==> src/rtl/uart_pkg.sv <==
// Shared types for the UART transmit path.
// Holds the frame FSM state encoding.
// Pure type definitions; no logic.
package uart_pkg;

    typedef enum logic [2:0] {
        IDLE   = 3'd0,
        START  = 3'd1,
        DATA   = 3'd2,
        PARITY = 3'd3,
        STOP   = 3'd4
    } uart_tx_state_e;

endpackage

==> src/rtl/uart_tx_stream_if.sv <==
// Word-stream handshake from the upstream FIFO into the UART transmitter.
// Wires only, no latency.
// The word is consumed on an edge where valid and ready are both high.
interface uart_tx_stream_if #(
    parameter int DATA_WIDTH = 8
) ();

    logic [DATA_WIDTH-1:0] data_in_i;
    logic                  data_in_valid_i;
    logic                  data_in_ready_o;

    modport master (
        output data_in_i,
        output data_in_valid_i,
        input  data_in_ready_o
    );

    modport slave (
        input  data_in_i,
        input  data_in_valid_i,
        output data_in_ready_o
    );

endinterface

==> src/rtl/uart_baud_cnt.sv <==
// Bit-period counter: counts 0..div-1 and pulses tick_o on the last count.
// tick_o is combinational from the count register.
// No backpressure; clr_i restarts the period.
module uart_baud_cnt #(
    parameter int DIV_WIDTH = 16
) (
    input  logic                 clk_i,
    input  logic                 arst_i,
    input  logic                 clr_i,
    input  logic [DIV_WIDTH-1:0] div_i,
    output logic                 tick_o
);

    localparam logic [DIV_WIDTH-1:0] ONE = DIV_WIDTH'(1);

    logic [DIV_WIDTH-1:0] cnt_q;

    // Compare against div-1 so an all-ones divisor never needs a wider counter.
    assign tick_o = (cnt_q == (div_i - ONE));

    always_ff @(posedge clk_i or posedge arst_i) begin
        if (arst_i) begin
            cnt_q <= '0;
        end else if (clr_i || tick_o) begin
            cnt_q <= '0;
        end else begin
            cnt_q <= cnt_q + ONE;
        end
    end

endmodule

==> src/rtl/uart_tx_stream.sv <==
// UART transmitter: start bit, DATA_WIDTH bits LSB first, optional parity, 1/2 stop bits.
// tx_o falls one cycle after the accept edge; frame = DIV*(1+DATA_WIDTH+P+S) cycles.
// Ready only in IDLE; a waiting word stays upstream until the frame ends.
module uart_tx_stream
    import uart_pkg::*;
#(
    parameter int DATA_WIDTH = 8,
    parameter int DIV_WIDTH  = 16
) (
    input  logic                 clk_i,
    input  logic                 arst_i,
    input  logic [DIV_WIDTH-1:0] clk_div_i,
    input  logic                 parity_en_i,
    input  logic                 parity_odd_i,
    input  logic                 stop2_i,
    uart_tx_stream_if.slave      s_if,
    output logic                 tx_o,
    output logic                 busy_o
);

    localparam int CW = $clog2(DATA_WIDTH + 1);
    localparam logic [CW-1:0]        LAST_BIT = CW'(DATA_WIDTH - 1);
    localparam logic [CW-1:0]        CNT_ONE  = CW'(1);
    localparam logic [DIV_WIDTH-1:0] DIV_ONE  = DIV_WIDTH'(1);

    uart_tx_state_e          state_q, state_d;
    logic [DATA_WIDTH-1:0]   shift_q, shift_d;
    logic [CW-1:0]           bit_cnt_q, bit_cnt_d;
    logic                    tx_q, tx_d;
    logic                    par_q;
    logic                    par_en_q;
    logic                    stop2_q;
    logic [DIV_WIDTH-1:0]    div_q;
    logic                    accept;
    logic                    tick;

    assign accept               = (state_q == IDLE) && s_if.data_in_valid_i;
    assign s_if.data_in_ready_o = (state_q == IDLE) && !arst_i;
    assign busy_o               = (state_q != IDLE);
    assign tx_o                 = tx_q;

    uart_baud_cnt #(
        .DIV_WIDTH (DIV_WIDTH)
    ) u_baud (
        .clk_i  (clk_i),
        .arst_i (arst_i),
        .clr_i  (accept),
        .div_i  (div_q),
        .tick_o (tick)
    );

    // tx_d is the line level for the next cycle, so tx_q changes with the state.
    always_comb begin
        state_d   = state_q;
        shift_d   = shift_q;
        bit_cnt_d = bit_cnt_q;
        tx_d      = 1'b1;
        case (state_q)
            IDLE: begin
                if (accept) begin
                    state_d   = START;
                    bit_cnt_d = '0;
                    tx_d      = 1'b0;
                end
            end
            START: begin
                tx_d = 1'b0;
                if (tick) begin
                    state_d   = DATA;
                    bit_cnt_d = '0;
                    tx_d      = shift_q[0];
                end
            end
            DATA: begin
                tx_d = shift_q[0];
                if (tick) begin
                    shift_d = shift_q >> 1;
                    if (bit_cnt_q == LAST_BIT) begin
                        if (par_en_q) begin
                            state_d   = PARITY;
                            bit_cnt_d = '0;
                            tx_d      = par_q;
                        end else begin
                            state_d   = STOP;
                            bit_cnt_d = stop2_q ? CNT_ONE : '0;
                            tx_d      = 1'b1;
                        end
                    end else begin
                        bit_cnt_d = bit_cnt_q + CNT_ONE;
                        tx_d      = shift_d[0];
                    end
                end
            end
            PARITY: begin
                tx_d = par_q;
                if (tick) begin
                    state_d   = STOP;
                    bit_cnt_d = stop2_q ? CNT_ONE : '0;
                    tx_d      = 1'b1;
                end
            end
            STOP: begin
                tx_d = 1'b1;
                // bit_cnt counts remaining stop periods down to zero.
                if (tick) begin
                    if (bit_cnt_q == '0) begin
                        state_d = IDLE;
                    end else begin
                        bit_cnt_d = bit_cnt_q - CNT_ONE;
                    end
                end
            end
            default: begin
                state_d = IDLE;
                tx_d    = 1'b1;
            end
        endcase
    end

    always_ff @(posedge clk_i or posedge arst_i) begin
        if (arst_i) begin
            state_q   <= IDLE;
            shift_q   <= '0;
            bit_cnt_q <= '0;
            tx_q      <= 1'b1;
            par_q     <= 1'b0;
            par_en_q  <= 1'b0;
            stop2_q   <= 1'b0;
            div_q     <= DIV_ONE;
        end else begin
            state_q   <= state_d;
            bit_cnt_q <= bit_cnt_d;
            tx_q      <= tx_d;
            if (accept) begin
                shift_q  <= s_if.data_in_i;
                par_q    <= (^s_if.data_in_i) ^ parity_odd_i;
                par_en_q <= parity_en_i;
                stop2_q  <= stop2_i;
                div_q    <= (clk_div_i == '0) ? DIV_ONE : clk_div_i;
            end else begin
                shift_q <= shift_d;
            end
        end
    end

endmodule

==> src/flat_wrapper.sv <==
// flat-port wrapper written by rule: the top's interface ports become plain ports
module uart_tx_stream_flat import uart_pkg::*;
#(
    parameter int DATA_WIDTH = 8,
    parameter int DIV_WIDTH  = 16
)
  (clk_i, arst_i, clk_div_i, parity_en_i, parity_odd_i, stop2_i, tx_o, busy_o, s_if_data_in_i, s_if_data_in_valid_i, s_if_data_in_ready_o);
  uart_tx_stream_if #(.DATA_WIDTH(DATA_WIDTH)) s_if_i ();
  input  logic clk_i;
  input  logic arst_i;
  input  logic [DIV_WIDTH-1:0] clk_div_i;
  input  logic parity_en_i;
  input  logic parity_odd_i;
  input  logic stop2_i;
  output logic tx_o;
  output logic busy_o;
  input wire logic [$bits(s_if_i.data_in_i)-1:0] s_if_data_in_i;
  input wire logic [$bits(s_if_i.data_in_valid_i)-1:0] s_if_data_in_valid_i;
  output wire logic [$bits(s_if_i.data_in_ready_o)-1:0] s_if_data_in_ready_o;
  assign s_if_i.data_in_i = s_if_data_in_i;
  assign s_if_i.data_in_valid_i = s_if_data_in_valid_i;
  assign s_if_data_in_ready_o = s_if_i.data_in_ready_o;
  uart_tx_stream #(.DATA_WIDTH(DATA_WIDTH), .DIV_WIDTH(DIV_WIDTH)) u_core (.clk_i(clk_i), .arst_i(arst_i), .clk_div_i(clk_div_i), .parity_en_i(parity_en_i), .parity_odd_i(parity_odd_i), .stop2_i(stop2_i), .s_if(s_if_i), .tx_o(tx_o), .busy_o(busy_o));
endmodule
==> config.mk <==
export PLATFORM = sky130hd
export DESIGN_NAME = uart_tx_stream_flat
export DESIGN_NICKNAME = d
export VERILOG_FILES = /design/src/rtl/uart_pkg.sv /design/src/rtl/uart_tx_stream_if.sv /design/src/rtl/uart_baud_cnt.sv /design/src/rtl/uart_tx_stream.sv /design/src/flat_wrapper.sv
export SDC_FILE = /design/constraint.sdc
export NUM_CORES = 1
export LEC_CHECK = 0
export CORE_MARGIN = 10
export CORE_UTILIZATION = 40
export DETAILED_ROUTE_END_ITERATION = 12
export HOLD_SLACK_MARGIN = 0.15
export PLACE_DENSITY = 0.68
export RECOVER_POWER = 25
export SLEW_MARGIN = 15
export SYNTH_ARGS = -nofsm -noshare
export SYNTH_HDL_FRONTEND = slang
export SYNTH_SLANG_ARGS = --single-unit
export TNS_END_PERCENT = 100
==> constraint.sdc <==
create_clock -name clk_i -period 2.3 [get_ports clk_i]
set_input_delay 0.46 -clock clk_i [delete_from_list [all_inputs] [get_ports clk_i]]
set_output_delay 0.46 -clock clk_i [all_outputs]
set_load 0.05 [all_outputs]
## Word-level counts from Yosys, hierarchy flattened

Index checks and enable logic that the tools add are counted.

| storage, ports and cells | value |
|---|---|
| register bits | 51 |
| bits in latches | 0 |
| bits in writable memories | 0 |
| bits in read-only memories | 0 |
| logic and storage cells | 74 |
| memories kept | 0 |

| cells by class | value |
|---|---|
| $add $sub $neg | 4 |
| $mul | 0 |
| divide/modulo/power cells | 0 |
| $lt $le $gt $ge | 0 |
| equal/unequal tests | 14 |
| shift operators | 0 |
| muxes and demuxes | 31 |
| bitwise gates (word level) | 1 |
| reductions and logical operators | 15 |

Operators by type and width:

| operator | count |
|---|---|
| $mux 16 | 2 |
| $mux 4 | 8 |
| $mux 3 | 8 |
| $mux 8 | 3 |
| $pmux 4 s5 | 1 |
| $add 16x1->16 const B | 1 |
| $eq 16x16->1 | 1 |
| $logic_not 16->1 | 1 |
| $sub 16x1->16 const B | 1 |
| $pmux 3 s5 | 1 |
| $reduce_and 7->1 | 2 |
| $ne 2x2->1 const B | 6 |
| $reduce_xor 8->1 | 1 |
| $mux 1 | 7 |
| $eq 3x2->1 const B | 2 |
| $reduce_bool 5->1 | 1 |
| $add 4x1->4 const B | 1 |
| $eq 4x3->1 const B | 1 |
| $logic_not 4->1 | 1 |
| $ne 2x1->1 const B | 2 |
| $pmux 1 s4 | 1 |
| $reduce_bool 2->1 | 2 |
| $sub 4x1->4 const B | 1 |
| $eq 3x1->1 const B | 1 |
| 8 further kinds | 9 |

## Logic depth before layout (Yosys ltp)

Gate-level depths: netlist of run 1.

| logic depth | value |
|---|---|
| depth in word-level cells | 5 |
| mapped depth | 11 |
| mapped depth without buffers | 9 |

## Hierarchy

From an unflattened synthesis of run 1, not the netlist that was laid out.

| second synthesis, totals | value |
|---|---|
| cell total of the unflattened synthesis | 394 |
| area, all modules | 3394.5 um2 |

Modules (own cells, without submodules):

| module | instances | cells an instance | area an instance (um2) | sequential area each (um2) |
|---|---|---|---|---|
| uart_tx_stream | 1 | 223 | 1890.6 | 878.3 |
| uart_baud_cnt | 1 | 171 | 1503.9 | 400.4 |

## Worst setup path after synthesis of run 1

Ideal clock, no wire load.

| timing | value |
|---|---|
| kind | register to register |
| start | register u_core.div_q[0] |
| end | register u_core.bit_cnt_q[1] |
| arrival time | 2446 ps |
| data required time | 2172 ps |
| path slack | -273 ps |
| stages on the path, launching flop included | 11 |
| path buffers | 1 |
| clock period less this slack | 2573 ps |
| cells stage by stage | dfstp_2 -> inv_1 -> ha_1 -> clkbuf_1 -> nor3b_1 -> and3_1 -> a211o_1 -> a31o_4 -> nand4bb_4 -> o21a_1 -> mux2_1 |

| between the ends | value |
|---|---|
| longest elaborated chain between the ends | 4 |
| elaborated cells on any way between the ends | 7 |
| classes of those cells | 1 x add/sub; 5 x eq/ne; 1 x reduce/logical |

Ends and longest elaborated chain:

| item | line | source |
|---|---|---|
| start: declaration | uart_tx_stream.sv:33 | `logic [DIV_WIDTH-1:0] div_q;` |
| start signal: assignment | uart_tx_stream.sv:139 | `div_q <= (clk_div_i == '0) ? DIV_ONE : clk_div_i;` |
| $sub 16x1->16 * | uart_baud_cnt.sv:19 | `assign tick_o = (cnt_q == (div_i - ONE));` |
| $eq 16x16->1 * | uart_baud_cnt.sv:19 |  |
| $ne 2x2->1 (no line) | -- |  |
| $reduce_and 7->1 (no line) * | -- |  |
| end signal: assignment | uart_tx_stream.sv:132 | `bit_cnt_q <= bit_cnt_d;` |
| end: declaration | uart_tx_stream.sv:28 | `logic [CW-1:0] bit_cnt_q, bit_cnt_d;` |

Every way passes the cells marked *; elsewhere a longest branch is shown, timed or not.
A chain may end at the register's enable or synchronous reset.

## Worst setup path after layout of run 1

| timing | value |
|---|---|
| start | register u_core.div_q[0] |
| end | register u_core.u_baud.cnt_q[8] |

| between the ends | value |
|---|---|
| longest elaborated chain between the ends | 4 |

Ends and longest elaborated chain:

| item | line | source |
|---|---|---|
| $sub 16x1->16 | uart_baud_cnt.sv:19 |  |
| $eq 16x16->1 | uart_baud_cnt.sv:19 |  |
| $logic_or 1x1->1 | uart_baud_cnt.sv:24 | `end else if (clr_i \|\| tick_o) begin` |
| $mux 16 | uart_baud_cnt.sv:24 |  |
| end signal: assignment | uart_baud_cnt.sv:27 | `cnt_q <= cnt_q + ONE;` |
| end: declaration | uart_baud_cnt.sv:16 | `logic [DIV_WIDTH-1:0] cnt_q;` |

No other way between the ends.

==> flow_summary_export.csv, run 1 <==
group,metric,value,unit
timing,slew_violations,0,
worst_setup_path,cp-end-kind,"flip-flop",
worst_setup_path,slowest_stage,"dfstp_2",
final_layout,fill_cells,707,
synthesis,synth.yosys.seq_area_share,39.55,%
timing,relSlewSlack,5.207,%
global_route,grt_pass1_wl,13950,um
global_route,grt_max_degree,27,
worst_setup_path,path_depth,12,
synthesis,synth_seq_cells,51,
run,cap_viol_max_count,0,
worst_setup_path,crit_type,"reg -> reg",
power_and_ir_drop,power,2.900,mW
clocking,cts_root_buffer,"clkbuf_8",
clocking,cts_hold_buf,0,
synthesis,ys.warnings.count,0,
placed_design,hpwl,5968,um
worst_setup_path,r2r_slack,-0.04,ns
power_and_ir_drop,power.leakage,1.849,nW
worst_setup_path,start_kind,"flip-flop",
timing,clock_skew,0.01042,ns
timing,final.setup.worst_slack,-0.04071,ns
routing,num_vias,2911,
clocking,cts_tree,"done",
hold_path,holdCritPathClass,"reg -> reg",
final_layout,final_nets,480,
final_layout,fin_area,4319,um2
die,dieArea,12080,um2
final_layout,antenna_cells,0,
die,pin_count,33,
worst_setup_path,reg2regPathDepth,12,
clocking,cts.sink_count,51,
routing,drt-pass1-iter-count,5,
routing,vias_per_cell,5.302,
worst_setup_path,cpPeakStageDelay,0.55,ns
synthesis,synth_edf_count,0,
synthesis,synth_top_area_share,37.93,%
placed_design,gp_congestion,0.8392,
worst_setup_path,crit_path_max_fanout,7,
synthesis,synth_most_common_cell,"nand2_1",
placed_design,dp_cells,532,
hold_path,min_to,"u_core.stop2_q",
synthesis,synth.distinct_cells,53,
routing,drt_wl_total,8176,um
global_route,grt_usage,14.10,%
timing,fin_crit_sh,101.8,%
worst_setup_path,worstPathCellList,"inv_2, ha_4, nor3b_4, and3_4, a211o_1, a31o_4, nand4bb_4, buf_4, buf_6, nand2_4, clkbuf_16, nor2_1",
global_route,gr-total-overflow,0,
timing,min_period,2.341,ns
worst_setup_path,path_buf_inv,4,
final_layout,fin_util,55.32,%
placed_design,dpl_cell_area,3909,um2
timing,setup_tns,-0.3636,ns
timing,hold_viol,0,
power_and_ir_drop,vdd_drop_max,0.4648,mV
worst_setup_path,critical_path.top_delay_family,"simple AND/OR/NAND/NOR gates",
worst_setup_path,worst_r2r_endpoint,"u_core.u_baud.cnt_q[8]",
worst_setup_path,crit_required,2.55,ns
final_layout,final_cells,549,
routing,post_drt_wl_per_cell,14.89,um
synthesis,synth_common_cells,"64 x nand2_1, 49 x dfrtp_1, 39 x nor2_1, 22 x xnor2_1",
final_layout,drive_above_1_share,21.48,%
synthesis,ys.flop_type,"dfrtp_1",
synthesis,syn_nets,416,
die,rows,32,
synthesis,async_flop_share,100.0,%
hold_path,hold_path.startpoint,"u_core.stop2_q",
global_route,antenna_found_initial,0,
routing,drc,0,
timing,rsz0062_at_grt,"yes",
synthesis,yosysTopAreaCell,"dfrtp_1",
die,start_util,41.41,%
worst_setup_path,rr_startpoint,"u_core.div_q[0]",
clocking,cts_max_level,2,
timing,fmax,427.2,MHz
timing,timing.hold.ws,0.4862,ns
die,fp.dieH,109.9,um
synthesis,synthTopCellsByArea,"dfrtp_1 38%, nand2_1 7.4%, xnor2_1 6.0%",
placed_design,dp_worst_setup_slack,-0.1122,ns
clocking,clkLatencyLatePin,0.31,ns
clocking,clk_path_buf_depth,2,
clocking,cts_made_buffers,5,
synthesis,syn_inst,382,
routing,ant_nets,0,
global_route,first_global_vias,2931,
run_status,status,"complete, but fails checks",
synthesis,synth.avg_cell_area,8.464,um2
worst_setup_path,crit_arrival,2.59,ns
hold_path,holdPathStages,2,
placed_design,port-buffer-count,32,
power_and_ir_drop,p_per_area,671.4,nW/um2
final_layout,area_delta_synth_final,33.59,%
run_status,violations,"setup timing",
die,dieWidth,109.9,um
clocking,path_clk_slew,0.10,ns
timing,worst_pin_slew,1.422,ns
synthesis,syn_area,3233,um2
timing,setup_violations,18,
routing,drt_iter0_drc,137,
die,core-area,7807,um2
how the worst max path moves through the flow:
stage               startpoint                 endpoint
2_1_floorplan  u_core.div_q[0]      u_core.bit_cnt_q[1]
3_3_place_gp   u_core.div_q[0]        u_core.shift_q[1]
3_5_place_dp   u_core.div_q[0]        u_core.shift_q[6]
4_1_cts        u_core.div_q[0]        u_core.shift_q[6]
5_1_grt        u_core.div_q[1]  u_core.u_baud.cnt_q[13]
6_report       u_core.div_q[0]   u_core.u_baud.cnt_q[8]
state kept, by name, summed over array words and instances, names as in the netlist:
signal	cells
u_core.shift_q	8
u_core.par_q	1
u_core.state_q	3
u_core.stop2_q	1
u_core.u_baud.cnt_q	16
u_core.div_q	16
u_core.tx_o	1
u_core.par_en_q	1
u_core.bit_cnt_q	4
metal layers:
metal | share of wire [%] | wire (um) | vias up | global-route usage [%]
li1 | - | - | 1447 | -
met1 | 45 | 3641 | 1404 | 17.79
met2 | 50 | 4102 | 50 | 23.58
met3 | 3.6 | 297 | 10 | 2.984
met4 | 1.6 | 134 | 0 | 4.275
met5 | 0 | 0 | - | 0
cells in the final DEF, fill, tap and decap left out, types with 5 or more instances in the layout:
cell / Yosys / layout
dfrtp_1: 49 / 49
nand2_1: 64 / 63
and3_1: 13 / 12
nor3_1: 10 / 8
o21ai_0: 21 / 12
inv_1: 12 / 9
nor2_1: 39 / 30
clkbuf_8: 0 / 5
o21ai_1: 0 / 9
nor2_2: 0 / 8
xnor2_1: 22 / 20
nand3_1: 11 / 11
clkdlybuf4s50_1: 0 / 29
buf_6: 2 / 6
xor2_1: 19 / 18
buf_4: 0 / 38
a31oi_1: 7 / 6
a21oi_1: 21 / 17
tightest hold or removal path, delay by kind of cell, from the launching register on:
kind             cells  cell delay (ns)
AND/OR/NAND/NOR      2             0.11
flip-flops           1             0.36
cell type report:
class	count	area, um2	share of cell area [%]
Timing Repair Buffer	78	721.9	16.71
Multi-Input combinational cell	298	2009	46.52
Clock inverter	3	67.56	1.564
Tap cell	102	127.6	2.955
Clock buffer	5	68.82	1.593
Inverter	12	45.04	1.043
Sequential cell	51	1279	29.61
power by group:
part           total, mW  leakage, nW  internal [mW]  switching [mW]
registers           1.21        0.630           1.03           0.182
clock network      0.749       0.0644          0.434           0.315
logic              0.936         1.16          0.494           0.442
cell families after synthesis:
family / Yosys count / synth area share (%)
AO/OA/AOI/OAI: 80 / 15.87
XOR/XNOR: 41 / 11.11
adder cells (fa/ha/maj): 4 / 1.548
buffers and inverters: 33 / 4.412
flip-flops: 51 / 39.55
multiplexers: 2 / 0.6579
AND/OR/NAND/NOR: 171 / 26.86
repair_timing:
item,in CTS,in global routing
gates resized for setup,6,45
pin swaps,8,5
setup endpoints to repair,8,32
buffers inserted,3,4
cloned,1,1
Power figures use the tool's default switching activity.
==> run 2, diff against run 1 <==
- SYNTH_HIERARCHICAL: not set -> 1
==> run 2 against run 1 <==
Final cell count increased by 6.6%. Global-route usage grew 0.097 points. First-iteration DRC count shrank 0.73%. Clock skew shrank 0.0017 ns. Sequential power is 17% higher. Highest routed layer unchanged. Register-to-register slack got worse by 0.80 ns. Core utilization is essentially flat. Combinational power rose to 2.9 times the previous value. Worst setup slack got worse by 0.80 ns. Critical path depth up 2. The flow still finishes with violations (setup timing).
==> flow_summary_export.csv, run 2 <==
group,metric,value,unit
timing,fin_crit_sh,136.6,%
timing,hold_viol,0,
clocking,cts_max_level,2,
timing,relSlewSlack,40.72,%
synthesis,synth.avg_cell_area,8.615,um2
global_route,grt_pass1_wl,15420,um
run,cap_viol_max_count,0,
timing,final.setup.worst_slack,-0.8428,ns
clocking,cts.sink_count,51,
timing,setup_violations,32,
final_layout,final_common_cell,"nand2_1",
die,start_util,41.11,%
synthesis,synth.distinct_cells,64,
worst_setup_path,cpPeakStageDelay,0.48,ns
synthesis,syn_area,3395,um2
clocking,clkLatencyLatePin,0.31,ns
worst_setup_path,crit_arrival,3.35,ns
clocking,path_clk_slew,0.10,ns
placed_design,port-buffer-count,32,
die,dieWidth,112.1,um
worst_setup_path,slowest_stage,"or4b_4",
worst_setup_path,crit_type,"reg -> reg",
worst_setup_path,crit_path_max_fanout,5,
power_and_ir_drop,vdd_drop_max,0.8372,mV
timing,clock_skew,0.008671,ns
final_layout,area_delta_synth_final,34.65,%
die,fp.dieH,112.1,um
global_route,first_global_vias,3247,
final_layout,reg_top3,"u_core/div_q: 16 flops, u_core/u_baud/cnt_q: 16 flops, u_core/shift_q: 8 flops",
synthesis,yosysTopAreaCell,"dfrtp_1",
power_and_ir_drop,p_per_area,1014,nW/um2
synthesis,synth_edf_count,0,
routing,post_drt_wl_per_cell,16.02,um
power_and_ir_drop,power,4.634,mW
synthesis,synth_most_common_cell,"nand2_1",
global_route,grt_usage,14.20,%
final_layout,fin_util,55.35,%
worst_setup_path,cp_common_cell,"buf_4",
die,dieArea,12570,um2
worst_setup_path,cp-end-kind,"flip-flop",
synthesis,synth_top_area_share,36.12,%
final_layout,final_nets,514,
die,rows,33,
routing,drt-pass1-iter-count,5,
final_layout,final_cell_mix,"79 x nand2_1, 60 x buf_4, 49 x dfrtp_1, 29 x clkdlybuf4s50_1, 24 x nor2_1",
final_layout,antenna_cells,0,
run_status,violations,"setup timing",
routing,drc,0,
global_route,gr-total-overflow,0,
placed_design,dp_cells,570,
worst_setup_path,worstPathCellList,"inv_2, ha_4, or4b_4, buf_4, nor2_4, o21a_1, nor2_1, a211oi_2, nor4b_4, buf_4, o21ai_2, a21boi_2, a2bb2oi_2, a221o_1",
synthesis,ys.flop_type,"dfrtp_1",
global_route,grt_max_degree,42,
run_status,status,"complete, but fails checks",
placed_design,hpwl,6743,um
timing,fmax,318.2,MHz
final_layout,final_cells,585,
clocking,cts_tree,"done",
synthesis,synth_seq_cells,51,
routing,vias_per_cell,5.456,
die,pin_count,33,
clocking,cts_made_buffers,5,
synthesis,async_flop_share,100.0,%
worst_setup_path,critical_path.top_delay_family,"compound AO/OA/AOI/OAI gates",
timing,rsz0062_at_grt,"yes",
clocking,cts_root_buffer,"clkbuf_8",
synthesis,synth.yosys.seq_area_share,37.67,%
synthesis,synthTopCellsByArea,"dfrtp_1 36%, nand2_1 9.0%, xor2_1 5.4%",
timing,min_period,3.143,ns
clocking,clk_path_buf_depth,2,
worst_setup_path,crit_required,2.51,ns
final_layout,drive_above_1_share,26.67,%
routing,num_vias,3192,
routing,drt_wl_total,9373,um
synthesis,syn_inst,394,
timing,worst_pin_slew,0.8893,ns
worst_setup_path,path_buf_inv,3,
placed_design,gp_congestion,0.8852,
routing,ant_nets,0,
synthesis,synth_common_cells,"81 x nand2_1, 49 x dfrtp_1, 27 x nor2_1, 21 x xor2_1, 18 x xnor2_1",
clocking,cts_hold_buf,0,
routing,drt_iter0_drc,136,
placed_design,dp_worst_setup_slack,-0.9880,ns
timing,slew_violations,0,
worst_setup_path,start_kind,"flip-flop",
global_route,antenna_found_initial,0,
synthesis,syn_nets,429,
power_and_ir_drop,power.leakage,1.955,nW
die,core-area,8258,um2
synthesis,ys.warnings.count,6,
hold_path,holdCritPathClass,"reg -> reg",
## run 2: cell types whose count changed in the layout (fill, tap and decap cells not counted), moves of 4 or more
cell	delta
a21oi_1	-10
a21oi_2	-4
and3_1	-7
buf_4	+22
nand2_1	+16
nor2_1	-6
nor2_2	-6
nor3_1	+9
nor3_2	+10
nor4_1	+5
o21ai_0	-8
## run 2: power by group
group	total, mW	switching [mW]	leakage (nW)	internal, mW
Sequential	1.42	0.237	0.646	1.18
Combinational	2.67	1.41	1.26	1.26
Clock	0.550	0.329	0.0489	0.221
Total	4.63	1.97	1.96	2.66
## run 2: worst paths after layout
| kind | start | end | slack [ns] | cells after the start |
|---|---|---|---|---|
| max in group asynchronous | arst_i | u_core/div_q[12] | 0.82 | 3 |
| max reg2reg | u_core/div_q[1] | u_core/bit_cnt_q[3] | -0.84 | 14 |
| min in group asynchronous | arst_i | u_core/u_baud/cnt_q[8] | 0.78 | 2 |
| min | u_core/stop2_q | u_core/stop2_q | 0.50 | 2 |
| min reg2reg | u_core/stop2_q | u_core/stop2_q | 0.50 | 2 |
| max | u_core/div_q[1] | u_core/bit_cnt_q[3] | -0.84 | 14 |
## run 2: cells by family after synthesis
family | count (synthesis) | share of synthesized area, %
AO/OA/AOI/OAI | 67 | 14.45
XOR/XNOR | 39 | 10.06
adder cells (fa/ha/maj) | 5 | 1.843
buffers and inverters | 37 | 5.345
flip-flops | 51 | 37.67
multiplexers | 4 | 1.180
AND/OR/NAND/NOR | 191 | 29.45
## run 2: layout make-up
class / instances / area (um2)
clock inverter: 3 / 22.52
multi-input combinational: 306 / 2107
timing repair buffer: 100 / 905.9
clock buffer: 5 / 68.82
fill: 718 / 3687
tap: 105 / 131.4
inverter: 15 / 56.30
sequential: 51 / 1279
## run 2: routing by layer
layer  up-vias  track usage (%)  wire length, um
met5         -                0                0
met3        13            3.355              451
li1       1538                -                -
met1      1549            17.17             4038
met4         0            3.469              125
met2        92            24.72             4756
## run 2: metrics by stage
step           setup TNS [ns]  hold WS, ns  cell area [um2]
6_report               -19.20       0.5001             4571
5_1_grt                -22.93       0.5376             4571
4_1_cts                -19.20       0.4990             4452
3_5_place_dp           -21.21       0.4721             4237
3_3_place_gp           -19.34       0.4703             4237
2_1_floorplan          -16.68       0.3737             3411
## run 2: timing repair
action                                 4_1_cts  5_1_grt
pin swaps                                    4        4
gates resized for setup                     14       22
endpoints found under the hold margin        0        0
setup endpoints to repair                   32       32
setup buffers                                4        4
gates cloned                                 1        0
## run 2: worst min-delay path, stage by stage, from the launching register on
cell and delay [ns]:
dfrtp_1 0.37, nand2_1 0.05, nand2_1 0.06
==> run 3, diff against run 2 <==
- SKIP_LAST_GASP: not set -> 1
==> run 3 against run 2 <==
The flow still finishes with violations (setup timing). Die area did not move. Clock power hardly changed. Register-to-register slack gained 0.03 ns. Via count is 0.13% higher. Largest power group unchanged. Total power is 0.20% lower. Combinational power about the same. Flip-flop and latch count did not move. Sequential share of layout area about the same. Core utilization is 0.061 points lower. Clock skew increased by 0.00058 ns. Global-route usage about the same.
==> flow_summary_export.csv, run 3 (synthesized netlist as in run 2, its figures left out) <==
group,metric,value,unit
placed_design,dp_cells,570,
die,pin_count,33,
final_layout,area_delta_synth_final,34.50,%
worst_setup_path,slowest_stage,"or4b_4",
timing,fin_crit_sh,135.5,%
global_route,gr-total-overflow,0,
power_and_ir_drop,clkPwrFrac,11.9,%
power_and_ir_drop,vdd_drop_max,0.8301,mV
final_layout,final_common_cell,"nand2_1",
worst_setup_path,path_buf_inv,2,
timing,final.setup.worst_slack,-0.8156,ns
power_and_ir_drop,swShare,42.52,%
clocking,cts_max_level,2,
worst_setup_path,crit_path_max_fanout,5,
global_route,grt_max_degree,42,
power_and_ir_drop,power.leakage,1.953,nW
power_and_ir_drop,power,4.625,mW
worst_setup_path,endpoint,"u_core/bit_cnt_q[3]",
die,dieArea,12570,um2
timing,clock_skew,0.009249,ns
timing,worst_pin_slew,0.8926,ns
clocking,cts.sink_count,51,
routing,post_drt_wl_per_cell,15.99,um
timing,hold_viol,0,
timing,slew_violations,0,
run_status,status,"complete, but fails checks",
timing,fmax,321.0,MHz
placed_design,dpl_cell_area,4237,um2
die,start_util,41.11,%
worst_setup_path,crit_arrival,3.32,ns
worst_setup_path,worstPathCellList,"inv_2, ha_4, or4b_4, or4_4, a221oi_4, nor2_2, nor4b_4, buf_4, o21ai_2, a21boi_2, a2bb2oi_2, a221o_1",
power_and_ir_drop,p_per_area,1013,nW/um2
final_layout,fin_area,4566,um2
final_layout,final_cells,585,
run,cap_viol_max_count,0,
worst_setup_path,cp-end-kind,"flip-flop",
die,core-area,8258,um2
hold_path,holdCritPathClass,"reg -> reg",
worst_setup_path,cpPeakStageDelay,0.48,ns
clocking,cts_made_buffers,5,
power_and_ir_drop,p_sw,1.967,mW
placed_design,gp_congestion,0.8852,
power_and_ir_drop,seq_power_share,30.6,%
worst_setup_path,critPathLaunch,"u_core/div_q[1]",
final_layout,drive_above_1_share,26.46,%
final_layout,reg_top3,"u_core/div_q: 16 flops, u_core/u_baud/cnt_q: 16 flops, u_core/shift_q: 8 flops",
placed_design,port-buffer-count,32,
die,fp.dieH,112.1,um
worst_setup_path,r2r_slack,-0.82,ns
worst_setup_path,path_depth,12,
global_route,grt_usage,14.19,%
routing,vias_per_cell,5.463,
placed_design,dp_worst_setup_slack,-0.9880,ns
final_layout,final_nets,514,
placed_design,hpwl,6743,um
routing,num_vias,3196,
worst_setup_path,crit_type,"reg -> reg",
routing,ant_nets,0,
clocking,cts_root_buffer,"clkbuf_8",
clocking,clk_path_buf_depth,2,
routing,drt-pass1-iter-count,5,
timing,setup_tns,-18.77,ns
worst_setup_path,start_kind,"flip-flop",
timing,relSlewSlack,40.50,%
die,dieWidth,112.1,um
routing,drc,0,
timing,rsz0062_at_grt,"yes",
power_and_ir_drop,p_int,2.658,mW
die,rows,33,
timing,setup_violations,32,
final_layout,final_cell_mix,"79 x nand2_1, 60 x buf_4, 49 x dfrtp_1, 29 x clkdlybuf4s50_1, 24 x nor2_1",
worst_setup_path,crit_required,2.50,ns
clocking,path_clk_slew,0.10,ns
global_route,grt_pass1_wl,15410,um
clocking,cts_tree,"done",
worst_setup_path,critical_path.top_delay_family,"simple AND/OR/NAND/NOR gates",
global_route,first_global_vias,3243,
worst_setup_path,worst_r2r_endpoint,"u_core/bit_cnt_q[3]",
worst_setup_path,reg2regPathDepth,12,
clocking,clkLatencyLatePin,0.31,ns
routing,drt_wl_total,9355,um
worst_setup_path,rr_startpoint,"u_core/div_q[1]",
final_layout,antenna_cells,0,
power_and_ir_drop,power_frac_comb,57.5,%
timing,min_period,3.116,ns
run_status,violations,"setup timing",
global_route,antenna_found_initial,0,
routing,drt_iter0_drc,131,
## run 3: area by class of cell
type                    count  area, um2
clock buffers               5      68.82
clock inverters             3      22.52
multi-input cells         306       2102
well taps                 105      131.4
repair buffers            100      905.9
inverters                  15      56.30
flip-flops and latches     51       1279
fillers                   721       3692
## run 3: stage by stage
step	utilization (%)	hold slack, ns
2_1_floorplan	-	0.3737
3_3_place_gp	51.30	0.4703
3_5_place_dp	51.30	0.4721
4_1_cts	53.85	0.4990
5_1_grt	55.29	0.5376
6_report	55.29	0.5001
## run 3: worst min-delay path: stages, from the launching register on
cell	delay, ns
dfrtp_1	0.37
nand2_1	0.05
nand2_1	0.06
## run 3: power by group through the flow
| stage | clock network (mW) | registers [mW] | logic (mW) |
|---|---|---|---|
| finish | 0.550 | 1.42 | 2.66 |
| global route | 0.614 | 1.45 | 2.89 |
| CTS | 0.572 | 1.41 | 2.47 |
| detailed placement | 0 | 1.43 | 2.32 |
| global placement | 0 | 1.42 | 2.26 |
| floorplan | 0 | 1.43 | 1.41 |
## run 3: metal layers
| layer | track usage (%) | part of all wire [%] |
|---|---|---|
| met1 | 17.17 | 43 |
| met5 | 0 | 0 |
| met2 | 24.68 | 51 |
| met4 | 3.469 | 1.2 |
| met3 | 3.355 | 4.8 |
## run 3: how the worst min path moves through the flow
stage	startpoint	to	slack, ns	cells after the start
floorplan	arst_i	u_core/u_baud/cnt_q[0]	0.37	1
global placement	u_core/stop2_q	u_core/stop2_q	0.47	2
detailed placement	u_core/stop2_q	u_core/stop2_q	0.47	2
CTS	u_core/stop2_q	u_core/stop2_q	0.50	2
global route	u_core/stop2_q	u_core/stop2_q	0.54	2
finish	u_core/stop2_q	u_core/stop2_q	0.50	2
## run 3: what timing repair did
action	4_1_cts	5_1_grt
cloned	1	0
resized for setup	13	22
endpoints found under the setup margin	32	32
pin swaps	4	4
hold buffers	0	0
setup buffers	4	4
